==> src/rtl/apb_pkg.sv <==
// -----------------------------------------------------------------------------
// apb_pkg
// Shared types and constants for the APB loopback subsystem: the master FSM
// state encoding, the strobe width and the byte-lane width used for strobed
// writes.
// -----------------------------------------------------------------------------
package apb_pkg;

    typedef enum logic [1:0] {
        IDLE   = 2'd0,
        SETUP  = 2'd1,
        ACCESS = 2'd2
    } apb_state_e;

    localparam int STRB_WIDTH = 4;
    localparam int BYTE_WIDTH = 8;

endpackage : apb_pkg

==> src/rtl/apb_slave_mem.sv <==
// -----------------------------------------------------------------------------
// apb_slave_mem
// APB3 slave backed by a small word-addressed register memory.
//   - Decodes an error for unaligned addresses or word indexes beyond the
//     memory depth.
//   - Inserts WAIT_STATES cycles of pready=0 in every ACCESS phase.
//   - Applies byte-strobed writes at the end of the completing ACCESS cycle.
//
// Ports:
//   clk, rst                 clock and synchronous active-high reset
//   psel, penable, pwrite    APB control from the master
//   paddr, pwdata, pstrb     APB address, write data, byte strobes
//   pready                   transfer completes this cycle
//   prdata                   read data (0 unless completing an error-free read)
//   pslverr                  error flag, only in the completing ACCESS cycle
// -----------------------------------------------------------------------------
module apb_slave_mem
    import apb_pkg::*;
#(
    parameter int ADDR_WIDTH  = 32,
    parameter int DATA_WIDTH  = 32,
    parameter int MEM_DEPTH   = 16,
    parameter int WAIT_STATES = 0
) (
    input  logic                  clk,
    input  logic                  rst,
    input  logic                  psel,
    input  logic                  penable,
    input  logic                  pwrite,
    input  logic [ADDR_WIDTH-1:0] paddr,
    input  logic [DATA_WIDTH-1:0] pwdata,
    input  logic [STRB_WIDTH-1:0] pstrb,
    output logic                  pready,
    output logic [DATA_WIDTH-1:0] prdata,
    output logic                  pslverr
);

    localparam int IDX_W = $clog2(MEM_DEPTH);

    logic [DATA_WIDTH-1:0] mem_q [MEM_DEPTH];
    logic [DATA_WIDTH-1:0] mem_d [MEM_DEPTH];
    logic [2:0]            wait_cnt_q;
    logic [2:0]            wait_cnt_d;

    logic             setup_phase;
    logic             access_phase;
    logic             addr_err;
    logic [IDX_W-1:0] idx;

    assign setup_phase  = psel && !penable;
    assign access_phase = psel && penable;
    assign idx          = paddr[IDX_W+1:2];

    // The full shifted address is compared so that any set bit above the
    // index field flags an out-of-range access instead of aliasing.
    assign addr_err = (paddr[1:0] != 2'b00) ||
                      ((paddr >> 2) >= ADDR_WIDTH'(MEM_DEPTH));

    assign pready  = access_phase && (wait_cnt_q == 3'(WAIT_STATES));
    assign pslverr = pready && addr_err;
    assign prdata  = (pready && !pwrite && !addr_err) ? mem_q[idx] : '0;

    always_comb begin
        // NOTE: every combinational output gets a default first so that no
        // path through the block leaves it unassigned and infers a latch.
        wait_cnt_d = wait_cnt_q;
        if (setup_phase) begin
            wait_cnt_d = 3'd0;
        end else if (access_phase && !pready) begin
            wait_cnt_d = wait_cnt_q + 3'd1;
        end
    end

    always_comb begin
        mem_d = mem_q;
        if (pready && pwrite && !addr_err) begin
            for (int b = 0; b < STRB_WIDTH; b++) begin
                if (pstrb[b]) begin
                    mem_d[idx][b*BYTE_WIDTH +: BYTE_WIDTH] = pwdata[b*BYTE_WIDTH +: BYTE_WIDTH];
                end
            end
        end
    end

    // NOTE: sequential state is updated with non-blocking assignments so all
    // flops sample their inputs from the same pre-edge values.
    always_ff @(posedge clk) begin
        if (rst) begin
            wait_cnt_q <= 3'd0;
            // NOTE: the memory is deliberately cleared by reset; this forces a
            // flop array rather than a RAM macro, which suits this tiny depth.
            mem_q      <= '{default: '0};
        end else begin
            wait_cnt_q <= wait_cnt_d;
            mem_q      <= mem_d;
        end
    end

endmodule : apb_slave_mem

==> src/rtl/apb_loopback.sv <==
// -----------------------------------------------------------------------------
// apb_loopback
// Self-contained APB3 subsystem: a master FSM turns single command requests
// into APB transfers on an internal bus answered by apb_slave_mem. All bus
// signals are exported for observation.
//
// Ports:
//   clk, rst                         clock and synchronous active-high reset
//   cmd_valid/cmd_ready              command handshake (accepted in IDLE)
//   cmd_write, cmd_addr, cmd_wdata,
//   cmd_strb                         command contents
//   rsp_valid                        one-cycle completion pulse
//   rsp_rdata, rsp_slverr            read data (0 for writes/errors), error
//   psel .. pstrb                    observed APB bus
// -----------------------------------------------------------------------------
module apb_loopback
    import apb_pkg::*;
#(
    parameter int ADDR_WIDTH  = 32,
    parameter int DATA_WIDTH  = 32,
    parameter int MEM_DEPTH   = 16,
    parameter int WAIT_STATES = 0
) (
    input  logic                  clk,
    input  logic                  rst,
    input  logic                  cmd_valid,
    output logic                  cmd_ready,
    input  logic                  cmd_write,
    input  logic [ADDR_WIDTH-1:0] cmd_addr,
    input  logic [DATA_WIDTH-1:0] cmd_wdata,
    input  logic [STRB_WIDTH-1:0] cmd_strb,
    output logic                  rsp_valid,
    output logic [DATA_WIDTH-1:0] rsp_rdata,
    output logic                  rsp_slverr,
    output logic                  psel,
    output logic                  penable,
    output logic                  pwrite,
    output logic                  pready,
    output logic                  pslverr,
    output logic [ADDR_WIDTH-1:0] paddr,
    output logic [DATA_WIDTH-1:0] pwdata,
    output logic [DATA_WIDTH-1:0] prdata,
    output logic [STRB_WIDTH-1:0] pstrb
);

    apb_state_e            state_q,      state_d;
    logic                  psel_q,       psel_d;
    logic                  penable_q,    penable_d;
    logic                  pwrite_q,     pwrite_d;
    logic [ADDR_WIDTH-1:0] paddr_q,      paddr_d;
    logic [DATA_WIDTH-1:0] pwdata_q,     pwdata_d;
    logic [STRB_WIDTH-1:0] pstrb_q,      pstrb_d;
    logic                  rsp_valid_q,  rsp_valid_d;
    logic [DATA_WIDTH-1:0] rsp_rdata_q,  rsp_rdata_d;
    logic                  rsp_slverr_q, rsp_slverr_d;

    // The bus registers double as the command capture: the command is copied
    // straight into paddr/pwdata/pstrb/pwrite on acceptance and held there
    // until the next command.
    always_comb begin
        state_d      = state_q;
        psel_d       = psel_q;
        penable_d    = penable_q;
        pwrite_d     = pwrite_q;
        paddr_d      = paddr_q;
        pwdata_d     = pwdata_q;
        pstrb_d      = pstrb_q;
        rsp_valid_d  = 1'b0;
        rsp_rdata_d  = rsp_rdata_q;
        rsp_slverr_d = rsp_slverr_q;

        case (state_q)
            IDLE: begin
                if (cmd_valid) begin
                    state_d   = SETUP;
                    psel_d    = 1'b1;
                    penable_d = 1'b0;
                    pwrite_d  = cmd_write;
                    paddr_d   = cmd_addr;
                    pwdata_d  = cmd_wdata;
                    pstrb_d   = cmd_strb;
                end
            end
            SETUP: begin
                state_d   = ACCESS;
                penable_d = 1'b1;
            end
            ACCESS: begin
                if (pready) begin
                    state_d      = IDLE;
                    psel_d       = 1'b0;
                    penable_d    = 1'b0;
                    rsp_valid_d  = 1'b1;
                    rsp_rdata_d  = prdata;
                    rsp_slverr_d = pslverr;
                end
            end
            default: begin
                state_d   = IDLE;
                psel_d    = 1'b0;
                penable_d = 1'b0;
            end
        endcase
    end

    always_ff @(posedge clk) begin
        if (rst) begin
            state_q      <= IDLE;
            psel_q       <= 1'b0;
            penable_q    <= 1'b0;
            pwrite_q     <= 1'b0;
            paddr_q      <= '0;
            pwdata_q     <= '0;
            pstrb_q      <= '0;
            rsp_valid_q  <= 1'b0;
            rsp_rdata_q  <= '0;
            rsp_slverr_q <= 1'b0;
        end else begin
            state_q      <= state_d;
            psel_q       <= psel_d;
            penable_q    <= penable_d;
            pwrite_q     <= pwrite_d;
            paddr_q      <= paddr_d;
            pwdata_q     <= pwdata_d;
            pstrb_q      <= pstrb_d;
            rsp_valid_q  <= rsp_valid_d;
            rsp_rdata_q  <= rsp_rdata_d;
            rsp_slverr_q <= rsp_slverr_d;
        end
    end

    assign cmd_ready  = (state_q == IDLE);
    assign psel       = psel_q;
    assign penable    = penable_q;
    assign pwrite     = pwrite_q;
    assign paddr      = paddr_q;
    assign pwdata     = pwdata_q;
    assign pstrb      = pstrb_q;
    assign rsp_valid  = rsp_valid_q;
    assign rsp_rdata  = rsp_rdata_q;
    assign rsp_slverr = rsp_slverr_q;

    apb_slave_mem #(
        .ADDR_WIDTH  (ADDR_WIDTH),
        .DATA_WIDTH  (DATA_WIDTH),
        .MEM_DEPTH   (MEM_DEPTH),
        .WAIT_STATES (WAIT_STATES)
    ) u_slave (
        .clk     (clk),
        .rst     (rst),
        .psel    (psel_q),
        .penable (penable_q),
        .pwrite  (pwrite_q),
        .paddr   (paddr_q),
        .pwdata  (pwdata_q),
        .pstrb   (pstrb_q),
        .pready  (pready),
        .prdata  (prdata),
        .pslverr (pslverr)
    );

endmodule : apb_loopback

==> config.mk <==
export PLATFORM = sky130hd
export DESIGN_NAME = apb_loopback
export DESIGN_NICKNAME = d
export VERILOG_FILES = /design/src/rtl/apb_pkg.sv /design/src/rtl/apb_slave_mem.sv /design/src/rtl/apb_loopback.sv
export SDC_FILE = /design/constraint.sdc
export NUM_CORES = 1
export LEC_CHECK = 0
export ABC_CLOCK_PERIOD_IN_PS = 4450
export BUFFER_PORTS_ARGS = -buffer_cell sky130_fd_sc_hd__buf_2
export CAP_MARGIN = 20
export CORE_ASPECT_RATIO = 1.5
export CORE_MARGIN = 4
export CORE_UTILIZATION = 38
export CTS_BUF_LIST = sky130_fd_sc_hd__clkbuf_4
export CTS_CLUSTER_SIZE = 10
export DETAILED_ROUTE_END_ITERATION = 8
export SETUP_SLACK_MARGIN = 0.2
export SYNTH_ARGS = -nofsm -noshare
export SYNTH_HDL_FRONTEND = slang
export SYNTH_SLANG_ARGS = --single-unit
==> constraint.sdc <==
create_clock -name clk -period 4.45 [get_ports clk]
set_clock_uncertainty 0.05 [all_clocks]
set_input_delay 0.89 -clock clk [delete_from_list [all_inputs] [get_ports clk]]
set_output_delay 0.89 -clock clk [all_outputs]
set_load 0.1 [all_outputs]
# Yosys cells after proc, flatten, opt, wreduce, memory -nomap -nowiden
# Cells that the tools add are included.
dict set report word_totals {
  ff_bits 622
  output_inout_bits 140
}
dict set report classes {
  n_addsub 1
  magnitude_cmp 3
  eq_ne 4
  muxes 32
  n_bitwise 3
  reduce_logical 24
}
# op count
set ops {}
lappend ops {{$mux W512} 7}
lappend ops {{$bwmux W512} 4}
lappend ops {{$demux W32 S4} 4}
lappend ops {{$bmux W32 S4} 1}
lappend ops {{$mux W32} 4}
lappend ops {{$ge A30 B5 Y1 const B} 1}
lappend ops {{$mux W24} 1}
lappend ops {{$mux W16} 1}
lappend ops {{$logic_and A1 B1 Y1} 10}
lappend ops {{$mux W8} 1}
lappend ops {{$pmux W1 S3} 2}
lappend ops {{$pmux W2 S3} 1}
lappend ops {{$reduce_and A2 Y1} 3}
lappend ops {{$ge A5 B5 Y1 const B} 1}
lappend ops {{$lt A5 B1 Y1 const B} 1}
lappend ops {{$not A4 Y5} 1}
lappend ops {{$logic_not A1 Y1} 4}
lappend ops {{$mux W1} 4}
lappend ops {{$mux W2} 2}
lappend ops {{$reduce_or A2 Y1} 2}
lappend ops {{$add A3 B1 Y3 const B} 1}
lappend ops {{$logic_not A3 Y1} 1}
lappend ops {{$reduce_and A3 Y1} 1}
lappend ops {{$eq A2 B1 Y1 const B} 1}
lappend ops {{7 further kinds} 8}

# Depth between registers and ports, before layout
dict set report logic_depth {
  depth_word 16
  mapped_depth 9
  ltp_nobuf 7
}

# Hierarchy
# Synthesis repeated with hierarchy kept, for this count alone.
dict set report unflattened {
  cells_unflattened 2666
  area_unflattened_um2 29778.6
}
# module n_inst cells_per_inst area_per_inst_um2 seq_area_each_um2
set modules_own_cells {}
lappend modules_own_cells {apb_slave_mem 1 2207 25061.5 10309.9}
lappend modules_own_cells {apb_loopback 1 459 4717.0 2122.0}

# Least setup slack after synthesis
# Ideal clock, no wire load.
dict set report synth_timing {
  path_kind {reg-to-output}
  from {reg penable_q (netlist: penable)}
  to {out prdata[10]}
  t_arrival_ns 3.744
  slack_ns -0.234
  stages_incl_launch_ff 8
  n_path_buf 3
  cell_sequence {dfxtp_1 > nand4b_1 > buf_2 > or4_1 > or3_1 > clkbuf_1 > buf_2 > nor2_1}
}
dict set report synth_via {
  elab_chain_cells 5
}
# element line
set synth_rtl {}
lappend synth_rtl {{start: declaration} apb_loopback.sv:48} ;# logic penable_q, penable_d;
lappend synth_rtl {{start signal: assignment} apb_loopback.sv:121} ;# penable_q <= penable_d;
lappend synth_rtl {{$logic_and A1 B1 Y1} apb_slave_mem.sv:51} ;# assign access_phase = psel && penable;
lappend synth_rtl {{$logic_and A1 B1 Y1} apb_slave_mem.sv:59} ;# assign pready = access_phase && (wait_cnt_q == 3'(WAIT_STATES));
lappend synth_rtl {{$logic_and A1 B1 Y1 (2 in a row)} apb_slave_mem.sv:61} ;# assign prdata = (pready && !pwrite && !addr_err) ? mem_q[idx] : '0;
lappend synth_rtl {{$mux W32} apb_slave_mem.sv:61}
lappend synth_rtl {{end: declaration} apb_loopback.sv:42} ;# output logic [DATA_WIDTH-1:0] prdata,
# Every way passes these cells.

# Final worst setup path
dict set report layout_timing {
  from {reg paddr_q[22] (netlist: paddr[22])}
  to {out prdata[22]}
}
dict set report layout_via {
  elab_chain_cells 5
}
# element line
set layout_rtl {}
lappend layout_rtl {{start: declaration} apb_loopback.sv:50} ;# logic [ADDR_WIDTH-1:0] paddr_q, paddr_d;
lappend layout_rtl {{start signal: assignment} apb_loopback.sv:123} ;# paddr_q <= paddr_d;
lappend layout_rtl {{$ge A30 B5 Y1} apb_slave_mem.sv:57} ;# ((paddr >> 2) >= ADDR_WIDTH'(MEM_DEPTH));
lappend layout_rtl {{$logic_or A1 B1 Y1} apb_slave_mem.sv:56} ;# assign addr_err = (paddr[1:0] != 2'b00) ||
lappend layout_rtl {{$logic_not A1 Y1} apb_slave_mem.sv:61}
lappend layout_rtl {{$logic_and A1 B1 Y1} apb_slave_mem.sv:61}
lappend layout_rtl {{$mux W32} apb_slave_mem.sv:61}
# Every way passes these cells.

==> results.yml <==
outcome:
  run_status: "completed"
yosys:
  synth.area.top_cells: "sky130_fd_sc_hd__dfxtp_1 44%, sky130_fd_sc_hd__mux2i_1 18%, sky130_fd_sc_hd__nand2b_1 12%"
  yosys_warnings: 0
  syn_area_per_cell_um2: 10.7
  seq_total_area_yosys_pct: 43.9
  synth_top_flop_cell: "sky130_fd_sc_hd__dfxtp_1"
  synth_seq_cells: 621
  synthesis.nets: 2721
  synth_async_sr_flop_share_pct: 0
  netlist.top_cell.by_area: "sky130_fd_sc_hd__dfxtp_1"
  synth_top_area_share_pct: 43.9
  synthesized_cell_area_mm2: 0.0283
  synth.lib_cells_used.distinct: 37
  number_of_cells_produced_by_synthesis: 2647
  post_synth_edffs: 0
floorplan:
  floorplan.io_pins: 212
  placement_rows: 122
  placeable_core_area_mm2: 0.0739
  die_height_um: 342
  initial_core_util_pct: 38.3
  horizontal_die_dimension_um: 231
  die_area_mm2: 0.0790
finish:
  post-route-util_pct: 45.7
  n_fill_cell: 6913
  syn2layout_area_growth_pct: 19.3
  ff_latch_area_mm2: 0.0124
  finish.net_count: 2976
  multiInputGateArea_mm2: 0.0152
  share_of_layout_cells_above_drive_strength_1_pct: 25.3
global_routing:
  grt.overflow.total: 0
  grt_antenna_before_repair: 3
  number_of_global_route_vias_before_repair: 22064
  grt_start_max_net_pins: 87
  global_route.usage.total_pct: 20.4
  wire_length_of_the_first_global_routing_pass_mm: 126
route:
  detail_route.vias_per_cell: 5.22
  drt_first_pass_iters: 5
  ant_nets: 0
  postRouteWirelength_mm: 81.8
  drt_drc_violations_left: 0
  drt_iter0_markers: 1036
  wl_per_cell_um: 20.4
  vias: 20928
clocking:
  clkSlewWorstSetupHoldPaths_ns: 0.08
  cts-root-to-sink-buffers: 3
  cts-buffers-inserted: 152
  cts_max_level: 4
  clock_latency_late_sink_ns: 0.98
  tritoncts_num_sinks: 621
  cts.root.buffer_cell: "sky130_fd_sc_hd__clkbuf_4"
  cts_tree: "built"
place:
  place.port_buffers: 211
  place_worst_setup_slack_ns: 0.554
  hpwlAfterDp_mm: 53.1
  globalplace.congestion: 0.802
worst_hold_path:
  worst_hold_path_type: "in2reg"
timing:
  final_period_minus_worst_setup_slack_ns: 4.33
  setup_slack_ns: 0.121
  timing.fmax_ghz: 0.231
  timing.slew.headroom_pct: 24.8
  tightestPinTransition_ns: 1.13
  finalSetupViolations: 0
  final_hold_violation_count: 0
  finalHoldWorstSlack_ns: 0.128
  grt_setup_unrepaired: "yes"
  drv_slew: 0
  layout_worst_path_cycle_share_pct: 97.3
critical_path:
  crit_chain: "or4_4 -> or4_4 -> buf_6 -> or3_4 -> buf_12 -> nor2_4 -> buf_12"
  path_class: "reg2out"
  master_of_the_slowest_instance_on_the_critical_path: "sky130_fd_sc_hd__or4_4"
  worst_setup_path_end_kind: "output port"
  critPathMaxFanout: 5
  path_buf_inv: 3
  worst-endpoint-required_ns: 3.51
  critical-path-top-delay-family: "simple AND/OR/NAND/NOR gates"
  critical_path_arrival_ns: 3.39
  timing.critical_path.slowest_cell_delay_ns: 0.56
  critPathLaunchType: "flip-flop"
power:
  sw_frac_of_total_pct: 27.8
  p_int_uw: 8380
  p_clk_share_pct: 41.1
  power.sequential.fraction_pct: 48.9
  power.net_switching_uw: 3230
  pwr-share-comb_pct: 10.1
  power-per-cell-area_mw_per_mm2: 344
  p_leak_uw: 0.0154
  ir_drop_mv: 0.340
run:
  cap_viol_max_count: 0
[per-layer routing]
layer  GRT usage (%)  share of wire (%)  wire [um]  up-vias
li1                -                  -          -     9804
met1            24.0                 41      33400    10387
met2            35.2                 50      40900      555
met3            5.26                5.7       4660      182
met4            8.74                3.6       2910        0
met5               0                  0          0        -
[placed cells by master (no fill, tap or decap), types with 5 or more instances in the layout]
cell / n
sky130_fd_sc_hd__mux4_2: 128
sky130_fd_sc_hd__clkinv_1: 30
sky130_fd_sc_hd__inv_2: 5
sky130_fd_sc_hd__a22o_1: 64
sky130_fd_sc_hd__clkbuf_4: 220
sky130_fd_sc_hd__mux2i_1: 513
sky130_fd_sc_hd__nor2_1: 97
sky130_fd_sc_hd__dfxtp_1: 616
sky130_fd_sc_hd__a21oi_1: 74
sky130_fd_sc_hd__nand4_1: 5
sky130_fd_sc_hd__or4bb_1: 5
sky130_fd_sc_hd__nand2b_1: 547
sky130_fd_sc_hd__nor2_4: 32
sky130_fd_sc_hd__dlygate4sd3_1: 54
sky130_fd_sc_hd__nand4_2: 58
sky130_fd_sc_hd__buf_4: 49
sky130_fd_sc_hd__buf_12: 52
sky130_fd_sc_hd__nand4b_1: 5
sky130_fd_sc_hd__buf_2: 177
sky130_fd_sc_hd__nand2_1: 174
sky130_fd_sc_hd__o21ai_0: 36
[path summary, 6_finish.rpt]
check                   startpoint            endpoint  slack [ns]  depth (start not counted)
min                    cmd_addr[4]            paddr[4]        0.13                          3
max reg2reg  u_slave.wait_cnt_q[0]  u_slave.mem_q[190]        1.33                          7
max                      paddr[22]          prdata[22]        0.12                          7
min reg2reg           rsp_rdata[7]        rsp_rdata[7]        0.40                          2
[layout make-up]
| type | count | area share [%] |
|---|---|---|
| Multi-Input combinational cell | 1787 | 45.1 |
| Sequential cell | 621 | 36.9 |
| Timing Repair Buffer | 336 | 8.64 |
| Clock buffer | 220 | 4.89 |
| Tap cell | 992 | 3.68 |
| Clock inverter | 42 | 0.726 |
| Inverter | 4 | 0.0445 |
| Antenna cell | 4 | 0.0296 |
[stage by stage]
step / instances / cell area (um^2) / power, uW / setup TNS [ns]
2_1_floorplan: 2647 / 28300 / 6620 / -7.15
3_3_place_gp: 3667 / 30800 / 6880 / 0
3_5_place_dp: 3667 / 30800 / 6900 / 0
4_1_cts: 4001 / 33700 / 11800 / -0.225
5_1_grt: 4005 / 33800 / 12100 / -0.469
6_report: 4006 / 33800 / 11600 / 0
[flip-flops by register name, indices dropped and copies added, names as in the netlist]
register	count
paddr	32
penable	1
psel	1
pstrb	4
pwdata	32
pwrite	1
rsp_rdata	32
rsp_slverr	1
rsp_valid	1
state_q	1
u_slave.mem_q	512
u_slave.wait_cnt_q	3
[what timing repair did]
item / 4_1_cts / 5_1_grt
resized for setup: 75 / 0
hold buffers: 54 / 0
endpoints found under the setup margin: 32 / 32
gates cloned: 3 / 0
endpoints found under the hold margin: 54 / 0
pin swaps: 37 / 2
setup buffers: 15 / 1
[cell usage after synthesis (4+ instances only)]
| cell | count |
|---|---|
| sky130_fd_sc_hd__a21oi_1 | 75 |
| sky130_fd_sc_hd__nor2_1 | 132 |
| sky130_fd_sc_hd__mux2i_1 | 513 |
| sky130_fd_sc_hd__nor4_4 | 4 |
| sky130_fd_sc_hd__nor4_1 | 4 |
| sky130_fd_sc_hd__buf_2 | 18 |
| sky130_fd_sc_hd__nand2_1 | 175 |
| sky130_fd_sc_hd__nand3_1 | 4 |
| sky130_fd_sc_hd__nand4b_1 | 5 |
| sky130_fd_sc_hd__nor2b_1 | 4 |
| sky130_fd_sc_hd__buf_1 | 22 |
| sky130_fd_sc_hd__mux4_2 | 128 |
| sky130_fd_sc_hd__nand4_2 | 58 |
| sky130_fd_sc_hd__nand4_1 | 5 |
| sky130_fd_sc_hd__dfxtp_1 | 621 |
| sky130_fd_sc_hd__nand2b_1 | 547 |
| sky130_fd_sc_hd__and2_1 | 4 |
| sky130_fd_sc_hd__clkbuf_1 | 196 |
| sky130_fd_sc_hd__a22o_1 | 64 |
| sky130_fd_sc_hd__o21ai_0 | 36 |
| sky130_fd_sc_hd__or4bb_1 | 5 |
[power groups by stage]
stage	registers, uW	clock network (uW)	logic [uW]
after global placement	5810	0	1060
after global routing	5670	5200	1230
final	5670	4770	1170
after detailed placement	5820	0	1080
after floorplan	6070	0	551
after CTS	5670	4930	1170
[cell families (layout without fill, tap and decap cells)]
kind of cell | after synthesis | count (layout) | synth area share, %
AND/OR/NAND/NOR | 966 | 968 | 20.4
flip-flops | 621 | 621 | 43.9
other | 0 | 4 | 0
AO/OA/AOI/OAI | 176 | 176 | 3.97
buffers and inverters | 241 | 602 | 3.30
multiplexers | 641 | 641 | 28.3
adder cells (fa/ha/maj) | 2 | 2 | 0.0884
[worst reg2reg max path: cells and delay by family (launching register included)]
kind / cells / cell delay (ns)
adders and majority gates: 1 / 0.19
buffers and inverters: 3 / 1.05
DFF: 1 / 0.35
muxes: 1 / 0.38
and+or+nand+nor: 2 / 1.01
(Power assumes the default switching activity.)
